[config.mk]
export PLATFORM = sky130hd
export DESIGN_NAME = if_fetch_flat
export DESIGN_NICKNAME = d
export VERILOG_FILES = /design/src/rtl/if_fetch_if.sv /design/src/rtl/if_fetch.sv /design/src/flat_wrapper.sv
export SDC_FILE = /design/constraint.sdc
export NUM_CORES = 1
export LEC_CHECK = 0
export BUFFER_PORTS_ARGS = -buffer_cell sky130_fd_sc_hd__buf_4
export CAP_MARGIN = 20
export CORE_AREA = 2 2 102 104
export DETAILED_ROUTE_END_ITERATION = 7
export DIE_AREA = 0 0 104 106
export PLACE_DENSITY = 0.81
export RECOVER_POWER = 100
export SLEW_MARGIN = 5
export SYNTH_ARGS = -nofsm -noshare
export SYNTH_HDL_FRONTEND = slang
export SYNTH_SLANG_ARGS = --single-unit
[constraint.sdc]
create_clock -name clk -period 5 [get_ports clk]
set_input_delay 0.25 -clock clk [delete_from_list [all_inputs] [get_ports clk]]
set_output_delay 0.25 -clock clk [all_outputs]
set_load 0.01 [all_outputs]
[src/rtl/if_fetch_if.sv]
// Port bundle for the instruction-fetch stage: ID-side control, ROM bus and IF/ID outputs.
// master = fetch stage, slave = surrounding pipeline / ROM.
interface if_fetch_if;
    logic        stall;
    logic        flush;
    logic [31:0] new_pc;
    logic        branch_flag;
    logic [31:0] branch_target;
    logic [31:0] rom_inst;
    logic        rom_ce;
    logic [31:0] rom_addr;
    logic [31:0] id_pc;
    logic [31:0] id_inst;
    logic        id_valid;

    modport master (
        input  stall, flush, new_pc, branch_flag, branch_target, rom_inst,
        output rom_ce, rom_addr, id_pc, id_inst, id_valid
    );

    modport slave (
        output stall, flush, new_pc, branch_flag, branch_target, rom_inst,
        input  rom_ce, rom_addr, id_pc, id_inst, id_valid
    );
endinterface

[src/rtl/if_fetch.sv]
// Instruction-fetch stage: PC, ROM enable/address and IF/ID register with stall/branch/flush.
// Define IF_PERF_CNT_EN to add fetch_cnt / stall_cnt performance counters.
module if_fetch #(
    parameter logic [31:0] RESET_PC = 32'h0000_0000,
    parameter int unsigned PC_STEP  = 4
) (
    input  logic         clk,
    input  logic         rst,
    if_fetch_if.master   bus
`ifdef IF_PERF_CNT_EN
    ,
    output logic [31:0]  fetch_cnt,
    output logic [31:0]  stall_cnt
`endif
);

    typedef enum logic {BOOT = 1'b0, RUN = 1'b1} state_t;

    state_t      state, state_nx;
    logic        ce, ce_nx;
    logic [31:0] pc, pc_nx;
    logic [31:0] id_pc_q, id_pc_nx;
    logic [31:0] id_inst_q, id_inst_nx;
    logic        id_valid_q, id_valid_nx;
    logic        load_en;

    always_ff @(posedge clk or posedge rst) begin
        if (rst) begin
            state      <= BOOT;
            ce         <= 1'b0;
            pc         <= RESET_PC;
            id_pc_q    <= '0;
            id_inst_q  <= '0;
            id_valid_q <= 1'b0;
        end else begin
            state      <= state_nx;
            ce         <= ce_nx;
            pc         <= pc_nx;
            id_pc_q    <= id_pc_nx;
            id_inst_q  <= id_inst_nx;
            id_valid_q <= id_valid_nx;
        end
    end

    // Priority in RUN: flush > stall > branch > sequential. The instruction
    // fetched alongside a taken branch is its delay slot and is kept.
    always_comb begin
        state_nx    = state;
        ce_nx       = ce;
        pc_nx       = pc;
        id_pc_nx    = id_pc_q;
        id_inst_nx  = id_inst_q;
        id_valid_nx = id_valid_q;
        load_en     = 1'b0;
        case (state)
            BOOT: begin
                state_nx    = RUN;
                ce_nx       = 1'b1;
                id_pc_nx    = '0;
                id_inst_nx  = '0;
                id_valid_nx = 1'b0;
                if (bus.flush)
                    pc_nx = bus.new_pc;
            end
            RUN: begin
                if (bus.flush) begin
                    pc_nx       = bus.new_pc;
                    id_pc_nx    = '0;
                    id_inst_nx  = '0;
                    id_valid_nx = 1'b0;
                end else if (!bus.stall) begin
                    load_en     = 1'b1;
                    id_pc_nx    = pc;
                    id_inst_nx  = bus.rom_inst;
                    id_valid_nx = 1'b1;
                    pc_nx       = bus.branch_flag ? bus.branch_target : pc + 32'(PC_STEP);
                end
            end
            default: begin
                state_nx = BOOT;
                ce_nx    = 1'b0;
            end
        endcase
    end

    assign bus.rom_ce   = ce;
    assign bus.rom_addr = pc;
    assign bus.id_pc    = id_pc_q;
    assign bus.id_inst  = id_inst_q;
    assign bus.id_valid = id_valid_q;

`ifdef IF_PERF_CNT_EN
    always_ff @(posedge clk or posedge rst) begin
        if (rst) begin
            fetch_cnt <= '0;
            stall_cnt <= '0;
        end else if (state == RUN) begin
            if (load_en)
                fetch_cnt <= fetch_cnt + 32'd1;
            if (bus.stall && !bus.flush)
                stall_cnt <= stall_cnt + 32'd1;
        end
    end
`endif

endmodule

[src/flat_wrapper.sv]
// flat-port wrapper written by rule: the top's interface ports become plain ports
module if_fetch_flat 
#(
    parameter logic [31:0] RESET_PC = 32'h0000_0000,
    parameter int unsigned PC_STEP  = 4
)
  (clk, rst, bus_stall, bus_flush, bus_new_pc, bus_branch_flag, bus_branch_target, bus_rom_inst, bus_rom_ce, bus_rom_addr, bus_id_pc, bus_id_inst, bus_id_valid);
  if_fetch_if bus_i ();
  input  logic clk;
  input  logic rst;
  input wire logic [$bits(bus_i.stall)-1:0] bus_stall;
  input wire logic [$bits(bus_i.flush)-1:0] bus_flush;
  input wire logic [$bits(bus_i.new_pc)-1:0] bus_new_pc;
  input wire logic [$bits(bus_i.branch_flag)-1:0] bus_branch_flag;
  input wire logic [$bits(bus_i.branch_target)-1:0] bus_branch_target;
  input wire logic [$bits(bus_i.rom_inst)-1:0] bus_rom_inst;
  output wire logic [$bits(bus_i.rom_ce)-1:0] bus_rom_ce;
  output wire logic [$bits(bus_i.rom_addr)-1:0] bus_rom_addr;
  output wire logic [$bits(bus_i.id_pc)-1:0] bus_id_pc;
  output wire logic [$bits(bus_i.id_inst)-1:0] bus_id_inst;
  output wire logic [$bits(bus_i.id_valid)-1:0] bus_id_valid;
  assign bus_i.stall = bus_stall;
  assign bus_i.flush = bus_flush;
  assign bus_i.new_pc = bus_new_pc;
  assign bus_i.branch_flag = bus_branch_flag;
  assign bus_i.branch_target = bus_branch_target;
  assign bus_i.rom_inst = bus_rom_inst;
  assign bus_rom_ce = bus_i.rom_ce;
  assign bus_rom_addr = bus_i.rom_addr;
  assign bus_id_pc = bus_i.id_pc;
  assign bus_id_inst = bus_i.id_inst;
  assign bus_id_valid = bus_i.id_valid;
  if_fetch #(.RESET_PC(RESET_PC), .PC_STEP(PC_STEP)) u_core (.clk(clk), .rst(rst), .bus(bus_i));
endmodule
# [Yosys cells after proc, flatten, opt, wreduce, memory -nomap -nowiden]
# Cells that the tools add are included.
[op_classes] n_addsub=1 eq_ne=2 muxes=14 bitwise_logic=1 n_reduce_logical=1
[ops] cell="2-to-1 mux 32 bit" n=8
[ops] cell="one-hot mux 32 bit (2 select lines)" n=3
[ops] cell="adder 32 x 3 -> 32 bit, second input constant" n=1
[ops] cell="!= test 3 bit, second input constant" n=1
[ops] cell="2-to-1 mux 1 bit" n=2
[ops] cell="!= test 2 bit, second input constant" n=1
[ops] cell="one-hot mux 1 bit (2 select lines)" n=1
[ops] cell="AND reduction 2 bit" n=1
[ops] cell="inverter 1 bit" n=1
[totals] regBits=99 output_inout_bits=98 elab_cells=25

# [Depth between registers and ports, before layout]
[depth] word_depth=5 mapped_depth=8

# [Worst setup path before layout]
# OpenSTA, ideal clock, no wires.
[synth_timing] path_kind="register to register" startpoint="register u_core.pc[2], in the netlist u_core.bus.rom_addr[2]" endpoint="register u_core.pc[24], in the netlist u_core.bus.rom_addr[24]" setup_time_ps=138 arrival_ps=1825 required_time_ps=4862 slack_ps=3036 stages_incl_launch_ff=7 n_path_buf=0 synth_period_minus_slack_ps=1964 cell_sequence="dfrtp_1 -> ha_1 -> nand3_4 -> nor4_4 -> and4_4 -> mux2i_1 -> a21boi_1"
[synth_between] elab_chain_cells=5
[synth_rtl] item="start, declared" line_no="if_fetch.sv:21" text="logic [31:0] pc, pc_nx;"
[synth_rtl] item="start signal, assigned" line_no="if_fetch.sv:38" text="pc <= pc_nx;"
[synth_rtl] item="adder 32 x 3 -> 32 bit" line_no="if_fetch.sv:76" text="pc_nx = bus.branch_flag ? bus.branch_target : pc + 32'(PC_STEP);"
[synth_rtl] item="2-to-1 mux 32 bit" line_no="if_fetch.sv:76"
[synth_rtl] item="2-to-1 mux 32 bit" line_no="if_fetch.sv:71" text="end else if (!bus.stall) begin"
[synth_rtl] item="2-to-1 mux 32 bit" line_no="if_fetch.sv:66" text="if (bus.flush) begin"
[synth_rtl] item="one-hot mux 32 bit (2 select lines)" line_no="if_fetch.sv:55" text="case (state)"
# Every way passes these cells. The select of a mux whose other input is x is not followed.
# A chain may end at the register's enable or synchronous reset.

# [Worst setup path after layout]
[layout_timing] startpoint="input bus_flush" endpoint="register u_core.pc[22], in the netlist u_core.bus.rom_addr[22]"
[layout_between] elab_chain_cells=2 word_cells_on_any_way=5 classes_between="eq/ne: 2; mux: 2; reduce/logical: 1"
[layout_rtl] item="start, declared" line_no="flat_wrapper.sv:12" text="input wire logic [$bits(bus_i.flush)-1:0] bus_flush;"
[layout_rtl] item="2-to-1 mux 32 bit (tied with other cells)" line_no="if_fetch.sv:66"
[layout_rtl] item="one-hot mux 32 bit (2 select lines) / AND reduction 2 bit (equally long branches)"
# Parallel ways exist; a longest one is shown, timed or not.

==> summary.txt <==
Run status
  • Status: finished with violations
  • Failing checks: capacitance limit, slew limit

Detailed routing
  • Drt drc: 0
  • Pre-antenna DRT Iters: 5
  • Routed vias/inst: 5.65
  • Routed wire per std cell: 17.7 um
  • Final wirelength: 15.0 mm
  • Vias: between 4000 and 5000
  • Routed Antenna Nets: 0
  • DR iter-0 viols: 296

Clock tree
  • Cts repair resizes: 0
  • Clock buffer depth: 2
  • CTS tree: built
  • CTS sink count: 99
  • Clock Latency Late Sink: 0.37 ns
  • Clock buffer count from CTS: 9
  • Clock transition at path regs: approximately 0.09 ns
  • CTS root buf: clkbuf_8
  • Max H-tree Level: 3

Placed design
  • Placed Instances: 830
  • DP Area: ~0.0066 mm2
  • PortBufs: 198
  • Post-detail-place hpwl: 10.6 mm
  • GP Congestion: between 0.8 and 0.9

Global route
  • Antenna violations before repair: 0
  • Number of global-route vias before repair: ~4600
  • Global-route wire length before repair: 23.7 mm
  • Total GRT Usage: 27.0%
  • Total congestion overflow: 0
  • Largest net degree at the start of global routing: 71

Critical path
  • CP required: 5.23 ns
  • Crit path capture type: flop
  • Crit Path Max Fanout: 54
  • Setup CP Type: in2reg
  • R2R cell count: 5
  • Crit path DAT: roughly 3.5 ns
  • CP Launch Type: input pin

Logic synthesis
  • Mean Syn Cell Area: 9.58 um2
  • Post-Syn Area: 0.00512 mm2
  • Post-Syn Nets: 636
  • Top_reg_cell synth: dfrtp_1
  • Post-synth top cells: dfrtp_1, nor2_1, mux2i_1
  • Yosys warnings: 0
  • Synth top area cells: dfrtp_1, mux2i_1, nor2_1
  • Synth cell types: 54
  • EDFF count, synth: 0
  • #FFs+latches synth: approximately 100
  • Synth top area share: 48.4%
  • Count leader, synth: dfrtp_1
  • Sequential share of the synthesized area: 48.4%
  • Cells after Synth: 534
  • Ys async rst share: 100%
  • Cell taking the most area after synthesis: dfrtp_1

STA
  • Final hold violations: 0
  • Relative slew slack: -49.1%
  • Max Freq: 308 MHz
  • Slew @ Worst Pin: approximately 2.2 ns
  • Final min period: 3.25 ns
  • Final Cycle Share: 64.9%
  • Final-report setup violation count: 0
  • Max Slew Vio Count: 97
  • RSZ-0062 raised after global routing: false
  • Post-Route Skew: 0.0111 ns
  • Setup TNS: 0 ns

Power and ir drop
  • Sw Pwr: 0.525 mW
  • Sw frac: 30.7%
  • Clk pwr share: 27.3%
  • VDD IR max: 0.000118 V
  • Pleak: slightly below 3 nW
  • Internal power: roughly 1.2 mW
  • Sequential fraction of design power: between 50% and 60%
  • Comb pwr share: 19.0%
  • Power density cells: approximately 270 mW/mm2

Floorplan
  • Core footprint: 0.0100 mm2
  • Starting Density: between 50 and 60%
  • Die Area: 0.0110 mm2
  • I/O pins: 199
  • Die width: 104 um
  • Row cnt: 37
  • Die Height: between 100 and 150 um

Finish
  • Post-route cell area: 0.00645 mm2
  • Antenna diode count: 0
  • Nets: 810
  • P&R area growth vs syn: 26.0%
  • Non-filler cells, final: 848
  • Ratio of cells with drive above 1 in the final layout: 18.4%

Job
  • MaxCap Viol Count: 2

Worst hold path
  • Hold Path Class: in2reg
  • Worst Hold Path Cells: 2
[power by group through the flow]
stage	logic, mW	clock network, mW	registers [mW]
floorplan	0.179	0	0.928
global placement	0.352	0	0.930
detailed placement	0.361	0	0.933
CTS	0.363	0.470	0.918
global route	0.360	0.495	0.928
finish	0.325	0.466	0.918
[logic make-up (layout without fill, tap and decap cells)]
kind of cell | Yosys count | after routing | share of synthesized area, %
flip-flops | 99 | 99 | 48.4
buffers and inverters | 47 | 225 | 3.67
AO/OA/AOI/OAI | 107 | 107 | 11.8
XOR/XNOR | 12 | 12 | 2.05
other | 1 | 1 | 0.0733
adder cells (fa/ha/maj) | 1 | 1 | 0.244
AND/OR/NAND/NOR | 193 | 193 | 19.3
multiplexers | 74 | 74 | 14.5
[worst max-delay path, cell delays in order]
cell and delay, ns:
clkbuf_1 1.57, inv_1 0.84, and3_1 0.44, a221oi_1 0.19, o21ai_0 0.16
[state kept, by name (all words and copies together) (netlist names)]
register / flops
u_core.bus.id_pc: 32
u_core.bus.id_valid: 1
u_core.state: 1
u_core.bus.rom_ce: 1
u_core.bus.rom_addr: 32
u_core.bus.id_inst: 32
[layout by cell type, fill, tap and decap left out, types with 4 or more instances in the layout]
cell | Yosys | layout
clkbuf_1 | 29 | 101
buf_4 | 0 | 100
dfrtp_1 | 99 | 99
nor2_1 | 80 | 80
mux2i_1 | 74 | 74
o21ai_0 | 44 | 45
a21oi_1 | 37 | 37
nand2_1 | 33 | 33
nand3_1 | 20 | 20
and3_1 | 14 | 14
nor3_1 | 9 | 10
clkbuf_8 | 0 | 10
xor2_1 | 9 | 9
nand4_1 | 7 | 7
inv_1 | 6 | 5
and4_1 | 4 | 4
[cell type report]
class / instances / area (um2)
Sequential cell: 99 / 2480
Tap cell: 136 / 170
Fill cell: 930 / 3550
Clock inverter: 4 / 26.3
Clock buffer: 11 / 141
Timing Repair Buffer: 204 / 1160
Multi-Input combinational cell: 388 / 2440
Inverter: 6 / 23.8
[worst paths after layout]
path	from	end	slack [ns]
max in group asynchronous	rst	u_core.bus.rom_addr[1]	2.07
setup reg to reg	u_core.state	u_core.bus.rom_addr[10]	2.35
setup / recovery	bus_flush	u_core.bus.rom_addr[22]	1.75
min in group asynchronous	rst	u_core.bus.id_pc[21]	0.85
hold / removal	bus_new_pc[12]	u_core.bus.rom_addr[12]	0.08
hold reg to reg	u_core.bus.rom_ce	u_core.bus.rom_ce	0.49
[layer usage]
metal / GRT usage, % / part of all wire, %
met5: 0 / 0
met4: 8.49 / 1.4
met3: 4.90 / 7.1
met2: 44.9 / 48
met1: 36.3 / 44
[stage by stage]
step / hold WS (ns) / utilization, % / setup WS [ns] / total power, mW
final: 0.0794 / 64.5 / 1.75 / 1.71
after global routing: 0.0853 / 64.5 / 1.48 / 1.78
after CTS: 0.0774 / 68.2 / 2.76 / 1.75
after detailed placement: 0.315 / 66.4 / 2.67 / 1.29
after global placement: 0.311 / 66.4 / 2.74 / 1.28
after floorplan: 0.367 / - / 2.16 / 1.11
[repair_timing]
action                    in CTS  in global routing
setup buffers                  0                  0
hold endpoints to repair      40                  0
hold buffers                   1                  0
(Power assumes the default switching activity.)
